## config.mk

```make
export PLATFORM = sky130hd
export DESIGN_NAME = dmem_arbiter
export DESIGN_NICKNAME = d
export VERILOG_FILES = /design/src/rtl/dmem_arbiter_pkg.sv /design/src/rtl/dmem_prio_starve.sv /design/src/rtl/dmem_arbiter.sv
export SDC_FILE = /design/constraint.sdc
export NUM_CORES = 1
export LEC_CHECK = 0
export CORE_AREA = 2 2 92 76
export DETAILED_ROUTE_END_ITERATION = 10
export DIE_AREA = 0 0 94 78
export DONT_BUFFER_PORTS = 1
export PLACE_DENSITY = 0.65
export SYNTH_ARGS = -nofsm -noshare
export SYNTH_HDL_FRONTEND = slang
export SYNTH_SLANG_ARGS = --single-unit
```

## constraint.sdc

```tcl
create_clock -name clk -period 3.1 [get_ports clk]
set_clock_uncertainty 0.15 [all_clocks]
set_input_delay 0.31 -clock clk [delete_from_list [all_inputs] [get_ports clk]]
set_output_delay 0.31 -clock clk [all_outputs]
set_load 0.05 [all_outputs]
```

## src/rtl/dmem_arbiter_pkg.sv

```systemverilog
// Shared types for the data-memory arbiter: FSM states, owner encoding,
// default bus widths.
package dmem_arbiter_pkg;

  localparam int AW_DEF = 16;
  localparam int DW_DEF = 16;

  typedef enum logic [1:0] {
    ST_IDLE  = 2'd0,
    ST_SERVE = 2'd1,
    ST_RESP  = 2'd2
  } state_e;

  typedef enum logic {
    OWN_A = 1'b0,
    OWN_B = 1'b1
  } owner_e;

endpackage

```

## src/rtl/dmem_prio_starve.sv

```systemverilog
// Fixed-priority A/B arbitration with a saturating starvation counter that
// lets B win once it has waited STARVE_LIMIT cycles.
module dmem_prio_starve #(
  parameter int STARVE_LIMIT = 4
) (
  input  logic clk,
  input  logic rst,
  input  logic arb_en,
  input  logic a_req,
  input  logic b_req,
  input  logic mask_a,
  input  logic mask_b,
  output logic grant_valid,
  output logic grant_b
);

  localparam int SW = $clog2(STARVE_LIMIT + 1);

  logic [SW-1:0] starve_q, starve_d;
  logic          a_v, b_v, starved;

  always_comb begin
    a_v         = a_req & ~mask_a;
    b_v         = b_req & ~mask_b;
    starved     = (starve_q >= SW'(STARVE_LIMIT));
    grant_valid = arb_en & (a_v | b_v);
    grant_b     = arb_en & b_v & (~a_v | starved);
    // B's own in-flight access (mask_b) is not waiting, so it does not count
    if (!b_req || mask_b || grant_b) starve_d = '0;
    else if (starved)                starve_d = starve_q;
    else                             starve_d = starve_q + SW'(1);
  end

  always_ff @(posedge clk or negedge rst) begin
    if (!rst) starve_q <= '0;
    else      starve_q <= starve_d;
  end

endmodule

```

## src/rtl/dmem_arbiter.sv

```systemverilog
// Two-port arbiter in front of the single-port data memory: each access is
// one SERVE cycle on the memory bus followed by one RESP (ack) cycle.
module dmem_arbiter
  import dmem_arbiter_pkg::*;
#(
  parameter int AW           = AW_DEF,
  parameter int DW           = DW_DEF,
  parameter int STARVE_LIMIT = 4,
  parameter int ALIGN_CHECK  = 0
) (
  input  logic          clk,
  input  logic          rst,
  input  logic          a_req,
  input  logic          a_we,
  input  logic [AW-1:0] a_addr,
  input  logic [DW-1:0] a_wdata,
  output logic          a_ack,
  output logic [DW-1:0] a_rdata,
  output logic          a_err,
  output logic          a_stall,
  input  logic          b_req,
  input  logic          b_we,
  input  logic [AW-1:0] b_addr,
  input  logic [DW-1:0] b_wdata,
  output logic          b_ack,
  output logic [DW-1:0] b_rdata,
  output logic          b_err,
  output logic          b_stall,
  output logic [AW-1:0] mem_addr,
  output logic [DW-1:0] mem_wdata,
  output logic          mem_read,
  output logic          mem_write,
  input  logic [DW-1:0] mem_rdata
);

  state_e        state_q, state_d;
  owner_e        owner_q, owner_d;
  logic [AW-1:0] addr_q, addr_d;
  logic [DW-1:0] wdata_q, wdata_d;
  logic          we_q, we_d;
  logic [DW-1:0] a_rdata_q, a_rdata_d, b_rdata_q, b_rdata_d;
  logic          a_err_q, a_err_d, b_err_q, b_err_d;

  logic serve, resp, arb_en, mask_a, mask_b, misal;
  logic grant_valid, grant_b;

  assign serve  = (state_q == ST_SERVE);
  assign resp   = (state_q == ST_RESP);
  assign arb_en = (state_q == ST_IDLE) | resp;
  // the owner still holds req until it sees ack, so hide it from arbitration
  assign mask_a = (state_q != ST_IDLE) & (owner_q == OWN_A);
  assign mask_b = (state_q != ST_IDLE) & (owner_q == OWN_B);
  assign misal  = (ALIGN_CHECK != 0) & addr_q[0];

  dmem_prio_starve #(.STARVE_LIMIT(STARVE_LIMIT)) u_arb (
    .clk         (clk),
    .rst         (rst),
    .arb_en      (arb_en),
    .a_req       (a_req),
    .b_req       (b_req),
    .mask_a      (mask_a),
    .mask_b      (mask_b),
    .grant_valid (grant_valid),
    .grant_b     (grant_b)
  );

  always_ff @(posedge clk or negedge rst) begin
    if (!rst) state_q <= ST_IDLE;
    else      state_q <= state_d;
  end

  always_comb begin
    state_d = state_q;
    case (state_q)
      ST_IDLE:  if (grant_valid) state_d = ST_SERVE;
      ST_SERVE: state_d = ST_RESP;
      ST_RESP:  state_d = grant_valid ? ST_SERVE : ST_IDLE;
      default:  state_d = ST_IDLE;
    endcase
  end

  // memory strobes come straight from state_q so reset kills them at once
  always_comb begin
    mem_read  = serve & ~we_q & ~misal;
    mem_write = serve &  we_q & ~misal;
    a_ack     = resp & (owner_q == OWN_A);
    b_ack     = resp & (owner_q == OWN_B);
    a_stall   = a_req & ~a_ack;
    b_stall   = b_req & ~b_ack;
  end

  assign mem_addr  = addr_q;
  assign mem_wdata = wdata_q;
  assign a_rdata   = a_rdata_q;
  assign b_rdata   = b_rdata_q;
  assign a_err     = a_err_q;
  assign b_err     = b_err_q;

  always_comb begin
    owner_d   = owner_q;
    addr_d    = addr_q;
    wdata_d   = wdata_q;
    we_d      = we_q;
    a_rdata_d = a_rdata_q;
    b_rdata_d = b_rdata_q;
    a_err_d   = a_err_q;
    b_err_d   = b_err_q;
    if (grant_valid) begin
      owner_d = grant_b ? OWN_B   : OWN_A;
      addr_d  = grant_b ? b_addr  : a_addr;
      wdata_d = grant_b ? b_wdata : a_wdata;
      we_d    = grant_b ? b_we    : a_we;
    end
    if (serve) begin
      if (owner_q == OWN_A) begin
        a_err_d = misal;
        if (!we_q) a_rdata_d = misal ? '0 : mem_rdata;
      end else begin
        b_err_d = misal;
        if (!we_q) b_rdata_d = misal ? '0 : mem_rdata;
      end
    end
  end

  always_ff @(posedge clk or negedge rst) begin
    if (!rst) begin
      owner_q   <= OWN_A;
      addr_q    <= '0;
      wdata_q   <= '0;
      we_q      <= 1'b0;
      a_rdata_q <= '0;
      b_rdata_q <= '0;
      a_err_q   <= 1'b0;
      b_err_q   <= 1'b0;
    end else begin
      owner_q   <= owner_d;
      addr_q    <= addr_d;
      wdata_q   <= wdata_d;
      we_q      <= we_d;
      a_rdata_q <= a_rdata_d;
      b_rdata_q <= b_rdata_d;
      a_err_q   <= a_err_d;
      b_err_q   <= b_err_d;
    end
  end

endmodule

```

Yosys cells after proc, flatten, opt, wreduce, memory -nomap -nowiden --
Index checks and enable logic that the tools add are counted.
Cells by class: add/subtract/negate cells 1, multipliers 0, div/mod/pow operators 0, $lt $le $gt $ge 1, eq/ne operators 4, shift operators 0, mux-type cells 9, bitwise gates (word level) 23, reductions and logical operators 7
Operators by type and width (count):
- $mux 16 | 2
- $and 1x1->1 | 13
- $not 1->1 | 7
- $mux 3 | 2
- $pmux 2 s3 | 1
- $reduce_and 3->1 | 2
- $ne 2x2->1 const B | 2
- $add 3x1->3 const B | 1
- $ge 3x3->1 const B | 1
- $mux 1 | 3
- $or 1x1->1 | 3
- $eq 2x1->1 const B | 1
- $eq 2x2->1 const B | 1
- $logic_not 2->1 | 1
- $logic_or 1x1->1 | 2
- $mux 2 | 1
- $reduce_bool 2->1 | 1
- $logic_not 1->1 | 1
Storage, ports and cells: register bits 71, bits in latches 0, memory bits (writable) 0, bits in read-only memories 0, input bits 86, output and inout bits 72, word-level logic and storage cells 53, memories kept 0

Logic depth before layout (Yosys ltp) --
Gate-level depths: netlist (run 1).
word-level depth 9, mapped depth 6, mapped depth without buffers 4

Cells and area by module --
Synthesis (run 1) repeated with hierarchy kept, for this count alone.
Second synthesis, totals: cell total of the unflattened synthesis 251, area, all modules 3104.2 µm²
Modules (own cells, without submodules):
- dmem_arbiter | times used 1, cells an instance 232, area an instance 2906.5 µm²
- dmem_prio_starve | times used 1, cells an instance 19, area an instance 197.7 µm²

Worst setup path after synthesis (run 1) --
OpenSTA, ideal clock, no wires.
kind register -> output, from register owner_q, to output a_stall, data arrival time 1662 ps, required time 2640 ps, path slack 978 ps, cell stages (with the launch flop) 4, path buffers 0, cells stage by stage dfrtp_1 > nand2b_1 > nor2_1 > nor2b_1
Between the ends: word-level cells in the longest chain between the ends 4
RTL lines:
- from (decl) | line dmem_arbiter.sv:37 | owner_e owner_q, owner_d;
- from (signal assigned) | line dmem_arbiter.sv:136 | owner_q <= owner_d;
- $not 1->1
- $and 1x1->1 | line dmem_arbiter.sv:86 | a_ack = resp & (owner_q == OWN_A);
- named net a_ack | line dmem_arbiter.sv:17 | output logic a_ack,
- $not 1->1 | line dmem_arbiter.sv:88 | a_stall = a_req & ~a_ack;
- $and 1x1->1 | line dmem_arbiter.sv:88
- to (decl) | line dmem_arbiter.sv:20 | output logic a_stall,
The timed path passes the listed nets, and every way through them passes these cells.

Final worst setup path (run 1) --
from register state_q[0], to register b_rdata_q[9] (netlist: b_rdata[9])
Between the ends: word-level cells in the longest chain between the ends 2
RTL lines:
- from (decl) | line dmem_arbiter.sv:36 | state_e state_q, state_d;
- from (signal assigned) | line dmem_arbiter.sv:69 | else state_q <= state_d;
- $eq 2x1->1 | line dmem_arbiter.sv:47 | assign serve = (state_q == ST_SERVE);
- $reduce_and 3->1 (no line)
- to (signal assigned) | line dmem_arbiter.sv:141 | b_rdata_q <= b_rdata_d;
- to (decl) | line dmem_arbiter.sv:41 | logic [DW-1:0] a_rdata_q, a_rdata_d, b_rdata_q, b_rdata_d;
No other way between the ends. A chain may end at the register's enable or synchronous reset.

==> results of run 1 <==
==> metrics by stage <==
| stage | hold WS [ns] | std cells | setup slack (ns) |
|---|---|---|---|
| after floorplan | -0.136 | 213 | 0.978 |
| after global placement | -0.134 | 290 | 0.759 |
| after detailed placement | -0.134 | 290 | 0.648 |
| after CTS | 0.0124 | 324 | 0.633 |
| after global routing | 0.0227 | 324 | 0.557 |
| final | 0.0283 | 324 | 0.661 |
==> path summary, 6_finish.rpt <==
path | from | endpoint | slack [ns] | cells past startpoint
setup / recovery | state_q[0]$_DFFE_PN0P_ | b_rdata[9]$_DFFE_PN0P_ | 0.66 | 4
hold / removal | b_req | u_arb.starve_q[1]$_DFFE_PN0P_ | 0.03 | 2
setup reg to reg | state_q[0]$_DFFE_PN0P_ | b_rdata[9]$_DFFE_PN0P_ | 0.66 | 4
hold reg to reg | u_arb.starve_q[1]$_DFFE_PN0P_ | u_arb.starve_q[1]$_DFFE_PN0P_ | 0.42 | 2
max in group asynchronous | rst | mem_addr[2]$_DFFE_PN0P_ | 2.13 | 2
min in group asynchronous | rst | mem_addr[14]$_DFFE_PN0P_ | 0.38 | 2
==> cell families after synthesis <==
| family | share of synthesized area, % |
|---|---|
| AO/OA/AOI/OAI | 0.298 |
| buffers and inverters | 3.57 |
| AND/OR/NAND/NOR | 4.36 |
| multiplexers | 37.8 |
| other | 0.112 |
| flip-flops | 52.9 |
| XOR/XNOR | 0.261 |
| adder cells (fa/ha/maj) | 0.744 |
==> worst max-delay path: cells and delay by family (launching register included) <==
family / cells / cell delay (ns)
simple gates: 3 / 1.24
flops: 1 / 0.50
mux: 1 / 0.42
==> area by class of cell <==
| class | count | area, sq um | share of cell area (%) |
|---|---|---|---|
| multi-input cells | 127 | 1470 | 38.7 |
| repair buffers | 23 | 235 | 6.20 |
| clock inverters | 7 | 73.8 | 1.95 |
| flip-flops and latches | 71 | 1780 | 46.8 |
| inverters | 3 | 11.3 | 0.297 |
| clock buffers | 9 | 124 | 3.27 |
| well taps | 84 | 105 | 2.77 |
==> state kept, by name (all words and copies together), names as in the netlist <==
name            cells
owner_q             1
b_rdata            16
mem_wdata          16
u_arb.starve_q      3
a_rdata            16
state_q             2
mem_addr           16
we_q                1
==> per-layer routing <==
layer	track usage, %	vias up	wire length [um]
met5	0	-	0
met4	5.65	0	60
met3	7.18	8	575
met2	30.5	90	3240
met1	19.2	855	2300
li1	-	787	-
==> layout by cell type (no fill, tap or decap) <==
master	synthesis	layout
clkinv_4	0	3
dfrtp_1	71	71
clkbuf_8	0	9
conb_1	1	2
nand2_1	2	2
xor2_1	1	1
nand4b_4	1	1
buf_16	0	1
nor3_4	1	1
mux2i_1	2	2
nand2b_1	1	1
nor2b_4	1	1
inv_1	3	3
nor2b_1	2	2
buf_4	2	5
and2b_4	1	1
a21oi_1	1	1
clkinvlp_4	0	1
dlygate4sd3_1	0	17
and2_1	3	3
bufinv_16	0	1
clkinv_2	0	2
o21ai_0	1	1
mux2_2	53	53
or3b_4	1	1
nor2_1	7	7
ha_1	2	2
mux2_1	6	6
mux2_4	39	39
==> summary.md, run 1 <==
| Metric | Value |
|---|---|
| Commonest cells post-synth | `dfrtp_1, mux2_2, mux2_4, buf_6, nor2_1` |
| Post-synth cell types | `24` |
| DR vias | `roughly 1.7k` |
| Final Critical Period | `2.44 ns` |
| Via density | `5.37` |
| Die Wd | `roughly 94 um` |
| Core Box Area | `~6300 sq um` |
| Synth Register Bits | `71` |
| Startpoint types | `flop` |
| Worst-path fanout max | `16` |
| Critical path arrival | `2.51 ns` |
| Fmax | `410 MHz` |
| Ys Warns | `0` |
| Drc violations | `0` |
| Status | `complete, no violations` |
| Clock Latency Late Sink | `0.33 ns` |
| Fill count | `just under 500` |
| DR pass1 iterations | `4` |
| Top cell type's share of synthesized area | `between 50 and 60%` |
| Post-synthesis sequential area ratio | `a little over half` |
| Count leader, synth | `dfrtp_1` |
| Post-DP HPWL | `4.57 mm` |
| CP Cell Sequence | `and2b_4, nor2b_4, and2_1, mux2_2` |
| Wirelength per Cell | `roughly 19 um` |
| Hold crit path type | `in2reg` |
| Inserted Clock Buffers | `9` |
| Final setup fails | `0` |
| Leading area contributor after synthesis | `dfrtp_1` |
| CP Capture Type | `flop` |
| CP max stage delay | `between 0.6 and 0.7 ns` |
| Slew headroom | `45.5%` |
| FFs w/ async S/R, synth | `100%` |
| Bufs on Longest Clock Path | `2` |
| Cts hold-fix bufs | `18` |
| Final hold viol count | `0` |
| Layout cells sized above 1 | `a little under 50%` |
| Htree depth | `3` |
| Crit Path Category | `reg2reg` |
| Nets@finish | `323` |
| Die area | `about 7300 sq um` |
| First-pass GRT wire length | `around 10 mm` |
| Fin crit share | `between 70% and 80%` |
| Main area contributors after synthesis | `dfrtp_1, mux2_2, mux2_4, buf_6, mux2_1` |
| Post-DP Area | `between 3000 and 4000 sq um` |
| Area delta synth->final | `12.9%` |
| All-Layer GR Usage | `~17%` |
| Cell with the largest stage delay on the worst path | `and2_1` |
| Final Instance Area | `3790 sq um` |
| RSZ-0062 raised after global routing | `false` |
| # diodes | `0` |
| Post-CTS Setup Bufs | `0` |
| Post-CTS sizing | `0` |
| Initial Util | `between 50% and 60%` |
| Slew Viols, Final | `0` |
| Vias in the first global route | `1,957` |
| Clock Tree Root | `clkbuf_8` |
| Syn Inst Count | `212` |
| CTS tree | `built` |
| Sink Count | `71` |
| CTS clk-pin slew, worst paths | `about 0.08 ns` |
| Worst slew pin tran | `approximately 0.82 ns` |
| Fin util | `59.8%` |
| Iteration-0 DRC Markers | `50` |
| GPL Wtd Cong | `~0.68` |
| Main flop type after synthesis | `dfrtp_1` |
| Max Cap Violations | `0` |
| Die span in y | `slightly below 80 um` |
| Worst Path Required | `about 3.2 ns` |
| Drt total wl | `6.18 mm` |
| Port bufs | `0` |
| Routed Antenna Nets | `0` |
| Number of synthesized flops with an enable pin | `0` |
| Largest net degree at the start of global routing | `72` |
| Post-synthesis instance area | `around 3400 sq um` |
| Post-Syn Area per Cell | `approximately 16 sq um` |
| Initial antenna violation count | `0` |
| Total congestion overflow | `0` |
| Setup TNS | `0 ns` |
| FP Rows | `26` |
| Io pins | `roughly 160` |
Power of run 1 is not shown: default switching activity piles up to over one toggle a cycle in this logic, so the estimate is an artifact.
==> inputs of run 2 (changes only) <==
==> constraint.sdc (replaced) <==
create_clock -name clk -period 2.5 [get_ports clk]
set_clock_uncertainty 0.15 [all_clocks]
set_input_delay 0.25 -clock clk [delete_from_list [all_inputs] [get_ports clk]]
set_output_delay 0.25 -clock clk [all_outputs]
set_load 0.05 [all_outputs]
==> run 2 against run 1 <==
  * Global-route usage increased by 0.25 points
  * Flip-flop and latch count unchanged
  * Sequential share of layout area down 0.79 points
  * Clock-buffer cell count grew 1
  * Setup slack got worse by 0.38 ns
  * Via count rose by 2.1%
  * Register-to-register slack worse by 0.38 ns
  * Critical path type unchanged
  * Critical endpoint is now mem_wdata[15]$_DFFE_PN0P_
==> summary.md, run 2 (synthesized netlist as in run 1, its figures left out) <==
| Metric | Value |
|---|---|
| Worst Path Required | `2.56 ns (-0.61 ns)` |
| Wirelength per Cell | `19.1 um (-0.10%)` |
| Sink Count | `71 (unchanged)` |
| Die span in y | `78 um (unchanged)` |
| Initial Util | `53.0% (unchanged)` |
| Area delta synth->final | `14.8%` |
| Status | `complete, no violations` |
| Fmax | `451 MHz (+10%)` |
| Die Wd | `94 um (unchanged)` |
| Cts hold-fix bufs | `19 (+1)` |
| Final hold viol count | `0 (unchanged)` |
| DR pass1 iterations | `4 (unchanged)` |
| Crit Path Category | `reg2reg` |
| Total congestion overflow | `0 (unchanged)` |
| Vias in the first global route | `1,985 (+1.4%)` |
| CP Capture Type | `flop` |
| RSZ-0062 raised after global routing | `false` |
| Slew headroom | `63.9% (+18 points)` |
| # diodes | `0 (unchanged)` |
| Inserted Clock Buffers | `9 (unchanged)` |
| Largest net degree at the start of global routing | `72 (unchanged)` |
| Post-CTS Setup Bufs | `0 (unchanged)` |
| Final Critical Period | `2.22 ns (-0.223 ns)` |
| Worst r2r src | `u_arb.starve_q[2]$_DFFE_PN0P_` |
| Drc violations | `0 (unchanged)` |
| CTS clk-pin slew, worst paths | `0.07 ns (about the same)` |
| Core Box Area | `6340 sq um (unchanged)` |
| DP Worst Slack | `0.287 ns (-0.361 ns)` |
| Hold Crit Endpoint | `mem_addr[6]$_DFFE_PN0P_` |
| Setup TNS | `0 ns (unchanged)` |
| Initial antenna violation count | `0 (unchanged)` |
| Worst-case reg-to-reg path depth | `5 (+1)` |
| GPL Wtd Cong | `0.681 (-0.38%)` |
| DR vias | `1,776 (+2.1%)` |
| Final setup fails | `0 (unchanged)` |
| Startpoint types | `flop` |
| Multi-input gate area | `1470 sq um (unchanged)` |
| Storage cell area | `1780 sq um (unchanged)` |
| Bufs on Longest Clock Path | `2 (unchanged)` |
| WHS | `0.0359 ns (+0.00765 ns)` |
| PnR worst setup slack | `0.284 ns (-0.377 ns)` |
| Routed Antenna Nets | `0 (unchanged)` |
| Fill count | `506 (+2.8%)` |
| CTS tree | `built` |
| Slew Viols, Final | `0 (unchanged)` |
| Nets@finish | `328 (+1.5%)` |
| Reg2Reg Capture Point | `mem_wdata[15]$_DFFE_PN0P_` |
| Worst slew pin tran | `0.545 ns (-0.271 ns)` |
| Die area | `7330 sq um (unchanged)` |
| Post-Layout Cell Count | `329 (+1.5%)` |
| Most frequent cells in the layout | `dfrtp_1, mux2_2, mux2_4, dlygate4sd3_1, clkbuf_8` |
| Register-to-register setup slack | `0.28 ns (-0.38 ns)` |
| Worst-path fanout max | `29 (+13)` |
| Htree depth | `3 (unchanged)` |
| Hold_sp | `a_addr[6]` |
| Via density | `5.40 (+0.52%)` |
| Post-DP HPWL | `4.59 mm (+0.42%)` |
| All-Layer GR Usage | `17.7% (+0.25 points)` |
| Iteration-0 DRC Markers | `33 (-34%)` |
| WHS Path Cells | `2 (unchanged)` |
| Layout cells sized above 1 | `50.2% (+0.62 points)` |
| Clock Latency Late Sink | `0.33 ns (about the same)` |
| Post-CTS sizing | `0 (unchanged)` |
| Commonest non-fill, non-tap cell in the layout | `dfrtp_1` |
| Drt total wl | `6.27 mm (+1.4%)` |
| Dpl cells | `294 (+1.4%)` |
| Max Cap Violations | `0 (unchanged)` |
| Fin crit share | `88.6% (+10 points)` |
| Critical path arrival | `2.27 ns (-0.24 ns)` |
| First-pass GRT wire length | `9.95 mm (+1.8%)` |
| FP Rows | `26 (unchanged)` |
| Io pins | `158 (unchanged)` |
| Hold crit path type | `in2reg` |
| Port bufs | `0 (unchanged)` |
| Clock Tree Root | `clkbuf_8` |
[run 2: routing by layer]
metal,vias up,global-route usage (%),share of wire [%]
li1,797,-,-
met1,873,18.9,37
met2,98,30.9,52
met3,8,8.35,10
met4,0,5.36,1.4
met5,-,0,0
[run 2: worst max-delay path by stage]
stage / from / end / slack [ns] / cells past startpoint
2_1_floorplan: owner_q$_DFFE_PN0P_ / a_stall / 0.44 / 3
3_3_place_gp: u_arb.starve_q[2]$_DFFE_PN0P_ / mem_addr[14]$_DFFE_PN0P_ / 0.37 / 5
3_5_place_dp: u_arb.starve_q[2]$_DFFE_PN0P_ / mem_wdata[15]$_DFFE_PN0P_ / 0.29 / 5
4_1_cts: u_arb.starve_q[2]$_DFFE_PN0P_ / mem_wdata[15]$_DFFE_PN0P_ / 0.27 / 5
5_1_grt: u_arb.starve_q[2]$_DFFE_PN0P_ / mem_wdata[15]$_DFFE_PN0P_ / 0.21 / 5
6_report: u_arb.starve_q[2]$_DFFE_PN0P_ / mem_wdata[15]$_DFFE_PN0P_ / 0.28 / 5
[run 2: worst max-delay path, cell delays in order, from the launching register on]
cell,delay [ns]
dfrtp_1,0.43
or3b_4,0.43
nand4b_4,0.18
buf_12,0.25
mux2_2,0.37
mux2_2,0.27
[run 2: layout make-up]
cell class / instances / area share (%)
clock buffer: 10 / 3.57
inverter: 3 / 0.292
sequential: 71 / 46.0
clock inverter: 6 / 1.56
multi-input combinational: 127 / 38.0
tap: 84 / 2.72
timing repair buffer: 28 / 7.78
[run 2: per-stage QoR]
step,utilization [%],instance area (sq um)
global route,60.8,3860
global placement,54.4,3450
CTS,60.8,3860
floorplan,-,3360
detailed placement,54.4,3450
finish,60.8,3860
Power of run 2 is left out for the same reason.
==> inputs of run 3 (changes only) <==
--- a/config.mk
+++ b/config.mk
@@ -6,6 +6,7 @@
 export NUM_CORES = 1
 export LEC_CHECK = 0
 export CORE_AREA = 2 2 92 76
+export CTS_BUF_LIST = sky130_fd_sc_hd__clkbuf_2 sky130_fd_sc_hd__clkbuf_4 sky130_fd_sc_hd__clkbuf_8
 export DETAILED_ROUTE_END_ITERATION = 10
 export DIE_AREA = 0 0 94 78
 export DONT_BUFFER_PORTS = 1
==> results of run 3 <==
The final DEF is identical to that of run 2; final timing and power are the same.
Power of run 3 is left out for the same reason.
